==> src/rtl/fpu_apu_arbiter.sv <==
// Round-robin arbiter sharing one FPU among NB_CORES APU requesters, with an outstanding-op credit limit.
// Optional issue counter on perf_grant_cnt_o, enabled by defining FPU_ARB_PERF_CNT_EN.
module fpu_apu_arbiter #(
    parameter int unsigned NB_CORES        = 4,
    parameter int unsigned NB_ARGS         = 2,
    parameter int unsigned DATA_WIDTH      = 32,
    parameter int unsigned OPCODE_WIDTH    = 6,
    parameter int unsigned FLAGS_IN_WIDTH  = 15,
    parameter int unsigned FLAGS_OUT_WIDTH = 5,
    parameter int unsigned CORE_TAG_WIDTH  = 2,
    parameter int unsigned MAX_OUTSTANDING = 4,
    localparam int unsigned FPU_ID_WIDTH   = CORE_TAG_WIDTH + $clog2(NB_CORES)
) (
    input  logic                                   clk,
    input  logic                                   rst,
    input  logic [NB_CORES-1:0]                    core_req_i,
    output logic [NB_CORES-1:0]                    core_gnt_o,
    input  logic [NB_CORES*CORE_TAG_WIDTH-1:0]     core_tag_i,
    input  logic [NB_CORES*NB_ARGS*DATA_WIDTH-1:0] core_operands_i,
    input  logic [NB_CORES*OPCODE_WIDTH-1:0]       core_op_i,
    input  logic [NB_CORES*FLAGS_IN_WIDTH-1:0]     core_flags_i,
    output logic [NB_CORES-1:0]                    core_rvalid_o,
    output logic [DATA_WIDTH-1:0]                  core_rdata_o,
    output logic [FLAGS_OUT_WIDTH-1:0]             core_rflags_o,
    output logic [CORE_TAG_WIDTH-1:0]              core_rtag_o,
    output logic                                   fpu_req_o,
    input  logic                                   fpu_gnt_i,
    output logic [FPU_ID_WIDTH-1:0]                fpu_ID_o,
    output logic [NB_ARGS*DATA_WIDTH-1:0]          fpu_operands_o,
    output logic [OPCODE_WIDTH-1:0]                fpu_op_o,
    output logic [FLAGS_IN_WIDTH-1:0]              fpu_flags_o,
    input  logic                                   fpu_rvalid_i,
    input  logic [DATA_WIDTH-1:0]                  fpu_rdata_i,
    input  logic [FLAGS_OUT_WIDTH-1:0]             fpu_rflags_i,
    input  logic [FPU_ID_WIDTH-1:0]                fpu_rID_i,
    output logic [31:0]                            perf_grant_cnt_o
);

    localparam int unsigned IDX_W = $clog2(NB_CORES);
    localparam int unsigned OPS_W = NB_ARGS * DATA_WIDTH;

    logic [IDX_W-1:0]    r_rr_ptr;
    logic [3:0]          r_out_cnt;
    logic [NB_CORES-1:0] r_rvalid;
    logic [DATA_WIDTH-1:0]      r_rdata;
    logic [FLAGS_OUT_WIDTH-1:0] r_rflags;
    logic [CORE_TAG_WIDTH-1:0]  r_rtag;

    logic                w_found;
    logic [IDX_W-1:0]    w_winner;
    logic                w_can_issue;
    logic                w_issue;
    logic [NB_CORES-1:0] w_gnt;
    logic [IDX_W-1:0]    w_rsp_idx;
    logic                w_rsp_ok;
    logic [IDX_W-1:0]    w_rr_next;

    // First requester at or after r_rr_ptr, wrapping modulo NB_CORES.
    always_comb begin
        int unsigned k;
        k        = 0;
        w_found  = 1'b0;
        w_winner = '0;
        for (int unsigned i = 0; i < NB_CORES; i++) begin
            k = 32'(r_rr_ptr) + i;
            if (k >= NB_CORES) k = k - NB_CORES;
            if (!w_found && core_req_i[k]) begin
                w_found  = 1'b1;
                w_winner = IDX_W'(k);
            end
        end
    end

    // A response arriving this cycle frees its credit for a same-cycle issue.
    assign w_can_issue = (r_out_cnt < 4'(MAX_OUTSTANDING)) || fpu_rvalid_i;
    assign fpu_req_o   = !rst && w_found && w_can_issue;
    assign w_issue     = fpu_req_o && fpu_gnt_i;

    always_comb begin
        w_gnt = '0;
        if (w_issue) w_gnt[w_winner] = 1'b1;
    end
    assign core_gnt_o = w_gnt;

    assign fpu_ID_o       = {w_winner, core_tag_i[32'(w_winner)*CORE_TAG_WIDTH +: CORE_TAG_WIDTH]};
    assign fpu_operands_o = core_operands_i[32'(w_winner)*OPS_W +: OPS_W];
    assign fpu_op_o       = core_op_i[32'(w_winner)*OPCODE_WIDTH +: OPCODE_WIDTH];
    assign fpu_flags_o    = core_flags_i[32'(w_winner)*FLAGS_IN_WIDTH +: FLAGS_IN_WIDTH];

    assign w_rr_next = (32'(w_winner) == NB_CORES - 1) ? '0 : w_winner + IDX_W'(1);
    assign w_rsp_idx = fpu_rID_i[FPU_ID_WIDTH-1:CORE_TAG_WIDTH];
    assign w_rsp_ok  = 32'(w_rsp_idx) < NB_CORES;

    always_ff @(posedge clk or posedge rst) begin
        if (rst) begin
            r_rr_ptr  <= '0;
            r_out_cnt <= '0;
        end else begin
            if (w_issue) r_rr_ptr <= w_rr_next;
            if (w_issue && !fpu_rvalid_i) begin
                r_out_cnt <= r_out_cnt + 4'd1;
            end else if (fpu_rvalid_i && !w_issue && r_out_cnt != 4'd0) begin
                r_out_cnt <= r_out_cnt - 4'd1;
            end
        end
    end

    // Registered response stage: one-cycle pulse to the core encoded in the returned ID.
    always_ff @(posedge clk or posedge rst) begin
        if (rst) begin
            r_rvalid <= '0;
            r_rdata  <= '0;
            r_rflags <= '0;
            r_rtag   <= '0;
        end else begin
            r_rvalid <= '0;
            if (fpu_rvalid_i) begin
                if (w_rsp_ok) r_rvalid[w_rsp_idx] <= 1'b1;
                r_rdata  <= fpu_rdata_i;
                r_rflags <= fpu_rflags_i;
                r_rtag   <= fpu_rID_i[CORE_TAG_WIDTH-1:0];
            end
        end
    end

    assign core_rvalid_o = r_rvalid;
    assign core_rdata_o  = r_rdata;
    assign core_rflags_o = r_rflags;
    assign core_rtag_o   = r_rtag;

`ifdef FPU_ARB_PERF_CNT_EN
    logic [31:0] r_perf_cnt;

    always_ff @(posedge clk or posedge rst) begin
        if (rst) r_perf_cnt <= '0;
        else if (w_issue) r_perf_cnt <= r_perf_cnt + 32'd1;
    end
    assign perf_grant_cnt_o = r_perf_cnt;
`else
    assign perf_grant_cnt_o = '0;
`endif

    a_no_spurious_rsp: assert property (@(posedge clk) disable iff (rst)
        !(fpu_rvalid_i && !w_issue && r_out_cnt == 4'd0))
        else $error("response with no outstanding operation");

    a_rsp_idx_range: assert property (@(posedge clk) disable iff (rst)
        !(fpu_rvalid_i && !w_rsp_ok))
        else $error("response core index out of range");

    a_credit_limit: assert property (@(posedge clk) disable iff (rst)
        r_out_cnt <= 4'(MAX_OUTSTANDING))
        else $error("outstanding count above limit");

endmodule

==> config.mk <==
export PLATFORM = sky130hd
export DESIGN_NAME = fpu_apu_arbiter
export DESIGN_NICKNAME = d
export VERILOG_FILES = /design/src/rtl/fpu_apu_arbiter.sv
export SDC_FILE = /design/constraint.sdc
export NUM_CORES = 1
export LEC_CHECK = 0
export BUFFER_PORTS_ARGS = -buffer_cell sky130_fd_sc_hd__buf_2
export CAP_MARGIN = 30
export CORE_AREA = 4 4 217 219
export DETAILED_ROUTE_END_ITERATION = 10
export DIE_AREA = 0 0 221 223
export PLACE_DENSITY = 0.32
export SLEW_MARGIN = 20
export SYNTH_ARGS = -nofsm -noshare
export SYNTH_HDL_FRONTEND = slang
export SYNTH_SLANG_ARGS = --single-unit
==> constraint.sdc <==
create_clock -name clk -period 5.7 [get_ports clk]
set_input_delay 1.14 -clock clk [delete_from_list [all_inputs] [get_ports clk]]
set_output_delay 1.14 -clock clk [all_outputs]
set_load 0.02 [all_outputs]
==> flow_summary.toml, run 1 <==
[sta]
min_period_over_period_pct = 76.1
finalSetupViolCount = 0
period_needed_ns = 4.34
timing.final.hold_violations = 0
rsz0062_at_grt = "no"
fmax_mhz = 231
tightest_slew_ns = 0.743
finalMaxSlewViolations = 0
max_slew_margin_pct = 50.0
finClkSkew_ns = 0.00343
final.setup.tns_ns = 0

[clocking]
postCtsHoldBufs = 0
ctsResizeCount = 0
cts_tree = "yes"
htree_levels = 2
path_clk_slew_ns = 0.07
cts_num_sinks = 49
post-cts-setup-buffer-count = 0
cts-root-buf = "clkbuf_16"
cts_buffers = 5
cts.path.max_buffers = 2
worst_skew_pair.late_latency_ns = 0.29

[route]
dr.pass1.iters = 4
vias = 5549
wirelength_mm = 25.5
post_drt_via_cell_ratio = 3.46
wl_per_cell_um = 15.9
drtAntennaViolNets = 0
drt_iter0_drc = 135
route.detailed.drc = 0

[yosys]
synth_cell_type_count = 44
synth.cell_area_sq_um = 5350
yosysSeqAreaShare_pct = 22.9
yosys-top-cells-area = "mux2i_1, dfrtp_1, mux2_2"
yosysTopAreaCellShare_pct = 48.9
synth_edf_count = 0
syn-mean-instance-area_sq_um = 11.2
synth_async_sr_flop_share_pct = 100
ys.flop_type = "dfrtp_1"
synth_area_leader_cell = "mux2i_1"
synthCells = 478
ys.warnings.count = 0
ys_seq_elements = 49

[cells_and_area]
post-route-util_pct = 19.1
area_growth_pct = 61.1
drive_gt1_share_pct = 60.0
final_cell_mix = "buf_2, mux2i_1, dfrtp_1, mux2_2, conb_1"
fin_nets = 1404
layout_commonest_cell = "buf_2"

[placed_design]
gp_congestion = 0.830
port_buffers = 533
hpwl_mm = 22.2

[power_and_ir_drop]
ir_drop_v = 0.000126
power_leakage_uw = 0.00498
p_per_area_nw_per_um2 = 340

[worst_setup_path]
r2r_cells = 7
arrival_ns = 3.20
critPathRequiredTime_ns = 4.56
cp-end-kind = "primary output"
start_kind = "input port"
crit_type = "input port to primary output"
crit_fanout = 74

[floorplan]
core_area_sq_um = 45100
fp.dieW_um = 221
core.rowCount = 78
start_util_pct = 11.9
fp.dieH_um = 223
dieArea_sq_um = 49300
io_pins = 566

[hold_path]
hold_class = "flop to flop"
min_path_cells = 1

[grt]
grt_max_degree = 75
grt_overflow = 0
grt_pass1_vias = 6009
grt_antenna_before_repair = 6
grt_pass1_wl_mm = 36.4
track_usage_pct = 9.41

[status]
status = "finished clean"

[run]
drv_cap = 0
state kept, by name, summed over array words and instances, names as in the netlist:
signal         count
core_rvalid_o      4
core_rdata_o      32
core_rtag_o        2
r_rr_ptr           2
core_rflags_o      5
r_out_cnt          4
metal layers:
metal	routed length, um	vias to the layer above	global-route usage (%)
met1	9770	2500	10.7
met3	1690	20	2.20
met5	12	-	0
li1	-	2748	-
met2	13600	279	17.9
met4	391	2	1.97
where the power goes:
part           total [uW]  switching, uW  internal (uW)
clock network         298            134            164
logic                2180           1260            927
registers             443           44.8            398
cell type report:
| type | instances | area (sq um) |
|---|---|---|
| well taps | 600 | 751 |
| flip-flops and latches | 49 | 1230 |
| clock inverters | 2 | 13.8 |
| multi-input cells | 387 | 3600 |
| fillers | 5105 | 36500 |
| diodes | 3 | 7.51 |
| repair buffers | 550 | 2860 |
| clock buffers | 6 | 129 |
| inverters | 7 | 28.8 |
kinds of logic (layout without fill, tap and decap cells):
group,Yosys count,in the layout,synth area share [%]
multiplexers,301,301,57.4
buffers and inverters,73,565,12.2
flip-flops,49,49,22.9
AND/OR/NAND/NOR,27,27,2.93
AO/OA/AOI/OAI,18,18,2.43
adder cells (fa/ha/maj),7,7,1.78
XOR/XNOR,2,2,0.328
other,1,35,0.0701
stage by stage:
| stage | cell area [sq um] | instances | worst slack (ns) | hold WS (ns) | power (uW) |
|---|---|---|---|---|---|
| CTS | 8600 | 1601 | 1.33 | 0.507 | 2980 |
| global placement | 8460 | 1593 | 1.35 | 0.484 | 2680 |
| floorplan | 5460 | 509 | 1.96 | 0.512 | 2080 |
| global route | 8610 | 1604 | 1.28 | 0.523 | 3120 |
| finish | 8610 | 1604 | 1.36 | 0.502 | 2920 |
| detailed placement | 8460 | 1593 | 1.34 | 0.490 | 2670 |
path summary, 6_finish.rpt:
path / from / end / slack (ns)
min reg2reg: core_rdata_o[3] / core_rdata_o[3] / 0.50
min: core_rdata_o[3] / core_rdata_o[3] / 0.50
min in group asynchronous: rst / core_rdata_o[12] / 0.90
max: core_req_i[1] / fpu_flags_o[14] / 1.36
max reg2reg: r_out_cnt[2] / r_out_cnt[3] / 3.53
max in group asynchronous: rst / core_rflags_o[0] / 4.04
synthesized netlist by cell type (2+ instances only):
cell / number
a21o_1: 2
a21oi_1: 5
a31oi_1: 2
and2_1: 4
buf_12: 11
buf_2: 8
buf_4: 35
buf_6: 4
clkbuf_1: 2
clkbuf_4: 4
dfrtp_1: 49
ha_1: 6
inv_1: 6
mux2_2: 39
mux2i_1: 261
nand2_1: 4
nand3_1: 2
nor2_1: 2
nor3_1: 3
nor3b_1: 2
nor4_1: 2
or3_1: 2
xor2_1: 2
worst max-delay path, cell delays in order:
cell and delay, ns:
buf_2 0.13, mux2_4 0.28, o221ai_4 0.42, buf_12 0.41, mux2i_1 0.39, mux2i_1 0.11, buf_2 0.17
Power figures use the tool's default switching activity.
==> run 2: changes to the inputs <==
Settings changed: CORE_AREA 4 4 217 219 to 4 4 219 221, DIE_AREA 0 0 221 223 to 0 0 223 225, PLACE_DENSITY 0.32 to 0.31.
Clock period 5.7 ns to 4.5 ns, I/O delays scaled along.
==> run 2 against run 1 <==
- worst setup slack lost 0.61 ns
- clock-buffer cell count shrank 1
- worst hold slack gained 0.00064 ns
- total power grew 29%
- critical endpoint is now fpu_operands_o[25]
- highest routed layer unchanged
==> flow_summary.toml, run 2 (same netlist as run 1, synthesis figures left out) <==
[clocking]
htree_levels = 2
post-cts-setup-buffer-count = 0
ctsResizeCount = 0
cts_tree = "yes"
worst_skew_pair.late_latency_ns = 0.29
cts-root-buf = "clkbuf_16"
cts_num_sinks = 49
cts_buffers = 5
path_clk_slew_ns = 0.07
postCtsHoldBufs = 0
cts.path.max_buffers = 2

[sta]
finalMaxSlewViolations = 0
final.setup.tns_ns = 0
tightest_slew_ns = 0.735
finalSetupViolCount = 0
finClkSkew_ns = 0.00403
fmax_mhz = 267
period_needed_ns = 3.74
timing.final.hold_violations = 0
rsz0062_at_grt = "no"
min_period_over_period_pct = 83.2
max_slew_margin_pct = 50.6
fin_hold_ws_ns = 0.503

[placed_design]
hpwl_mm = 22.2
placedCellCount = 1599
gp_congestion = 0.802
place_area_sq_um = 8470
port_buffers = 533

[power_and_ir_drop]
internal_power_uw = 1950
p_comb_share_pct = 73.2
swShare_pct = 48.4
power.total_uw = 3770
seqPwrFrac_pct = 14.9
p_per_area_nw_per_um2 = 436
power_leakage_uw = 0.00500
clkPwrFrac_pct = 11.8
ir_drop_v = 0.000219
power.switching_uw = 1820

[floorplan]
core_area_sq_um = 46200
fp.dieW_um = 223
fp.dieH_um = 225
core.rowCount = 79
io_pins = 566
dieArea_sq_um = 50200
start_util_pct = 11.6

[cells_and_area]
design_area_sq_um = 8650
final_cell_mix = "buf_2, mux2i_1, dfrtp_1, mux2_2, conb_1"
drive_gt1_share_pct = 60.1
area_growth_pct = 61.9
fin_nets = 1404
final_cells = 1610
layout_commonest_cell = "buf_2"
largest_reg_flops = 32

[hold_path]
hold_path_startpoint = "core_rtag_o[0]"
hold_class = "flop to flop"

[route]
wirelength_mm = 25.7
vias = 5606
drtAntennaViolNets = 0
wl_per_cell_um = 16.0
post_drt_via_cell_ratio = 3.48
route.detailed.drc = 0
dr.pass1.iters = 4
drt_iter0_drc = 196

[grt]
grt_pass1_vias = 5794
grt_pass1_wl_mm = 35.9
track_usage_pct = 9.15
grt_overflow = 0
grt_antenna_before_repair = 4
grt_max_degree = 58

[worst_setup_path]
timing.rr.start = "r_out_cnt[2]"
crit_fanout = 29
cp-end-kind = "primary output"
start_kind = "input port"
startpoint = "core_req_i[1]"
critPathRequiredTime_ns = 3.60
crit_type = "input port to primary output"
arrival_ns = 2.84

[status]
status = "finished clean"

[run]
drv_cap = 0
## run 2: critical path: stages
cell,delay (ns)
buf_2,0.13
mux2_4,0.28
o221ai_4,0.24
buf_12,0.26
buf_4,0.32
mux2i_1,0.37
mux2i_1,0.12
buf_2,0.18
## run 2: per-stage QoR
stage               util (%)  worst slack, ns
floorplan                  -             1.24
global placement        18.4            0.764
detailed placement      18.4            0.763
CTS                     18.7            0.760
global route            18.7            0.675
finish                  18.7            0.756
## run 2: area by class of cell
type | instances | area [sq um]
antenna | 2 | 5.00
clock buffer | 5 | 125
clock inverter | 3 | 43.8
fill | 5248 | 37500
inverter | 7 | 28.8
multi-input combinational | 387 | 3600
sequential | 49 | 1230
tap | 607 | 759
timing repair buffer | 550 | 2870
## run 2: final timing paths
check	end	slack, ns	depth (start not counted)
hold reg to reg	core_rtag_o[0]	0.50	1
setup / recovery	fpu_operands_o[25]	0.76	8
min in group asynchronous	core_rflags_o[4]	0.63	2
hold / removal	core_rtag_o[0]	0.50	1
max in group asynchronous	r_out_cnt[2]	3.07	3
setup reg to reg	r_out_cnt[3]	2.28	7
## run 2: routing by layer
metal	GRT usage (%)	share of wire, %	vias to the layer above
met5	0	0.13	-
met4	1.37	1.3	4
met3	1.97	6.9	20
met2	17.1	53	272
met1	11.0	39	2567
li1	-	-	2743
## run 2: power groups by stage
stage	Combinational [uW]	Clock, uW	Sequential, uW
4_1_cts	2820	466	565
2_1_floorplan	2030	0	605
6_report	2760	447	564
3_5_place_dp	2810	0	573
3_3_place_gp	2810	0	572
5_1_grt	2960	488	576
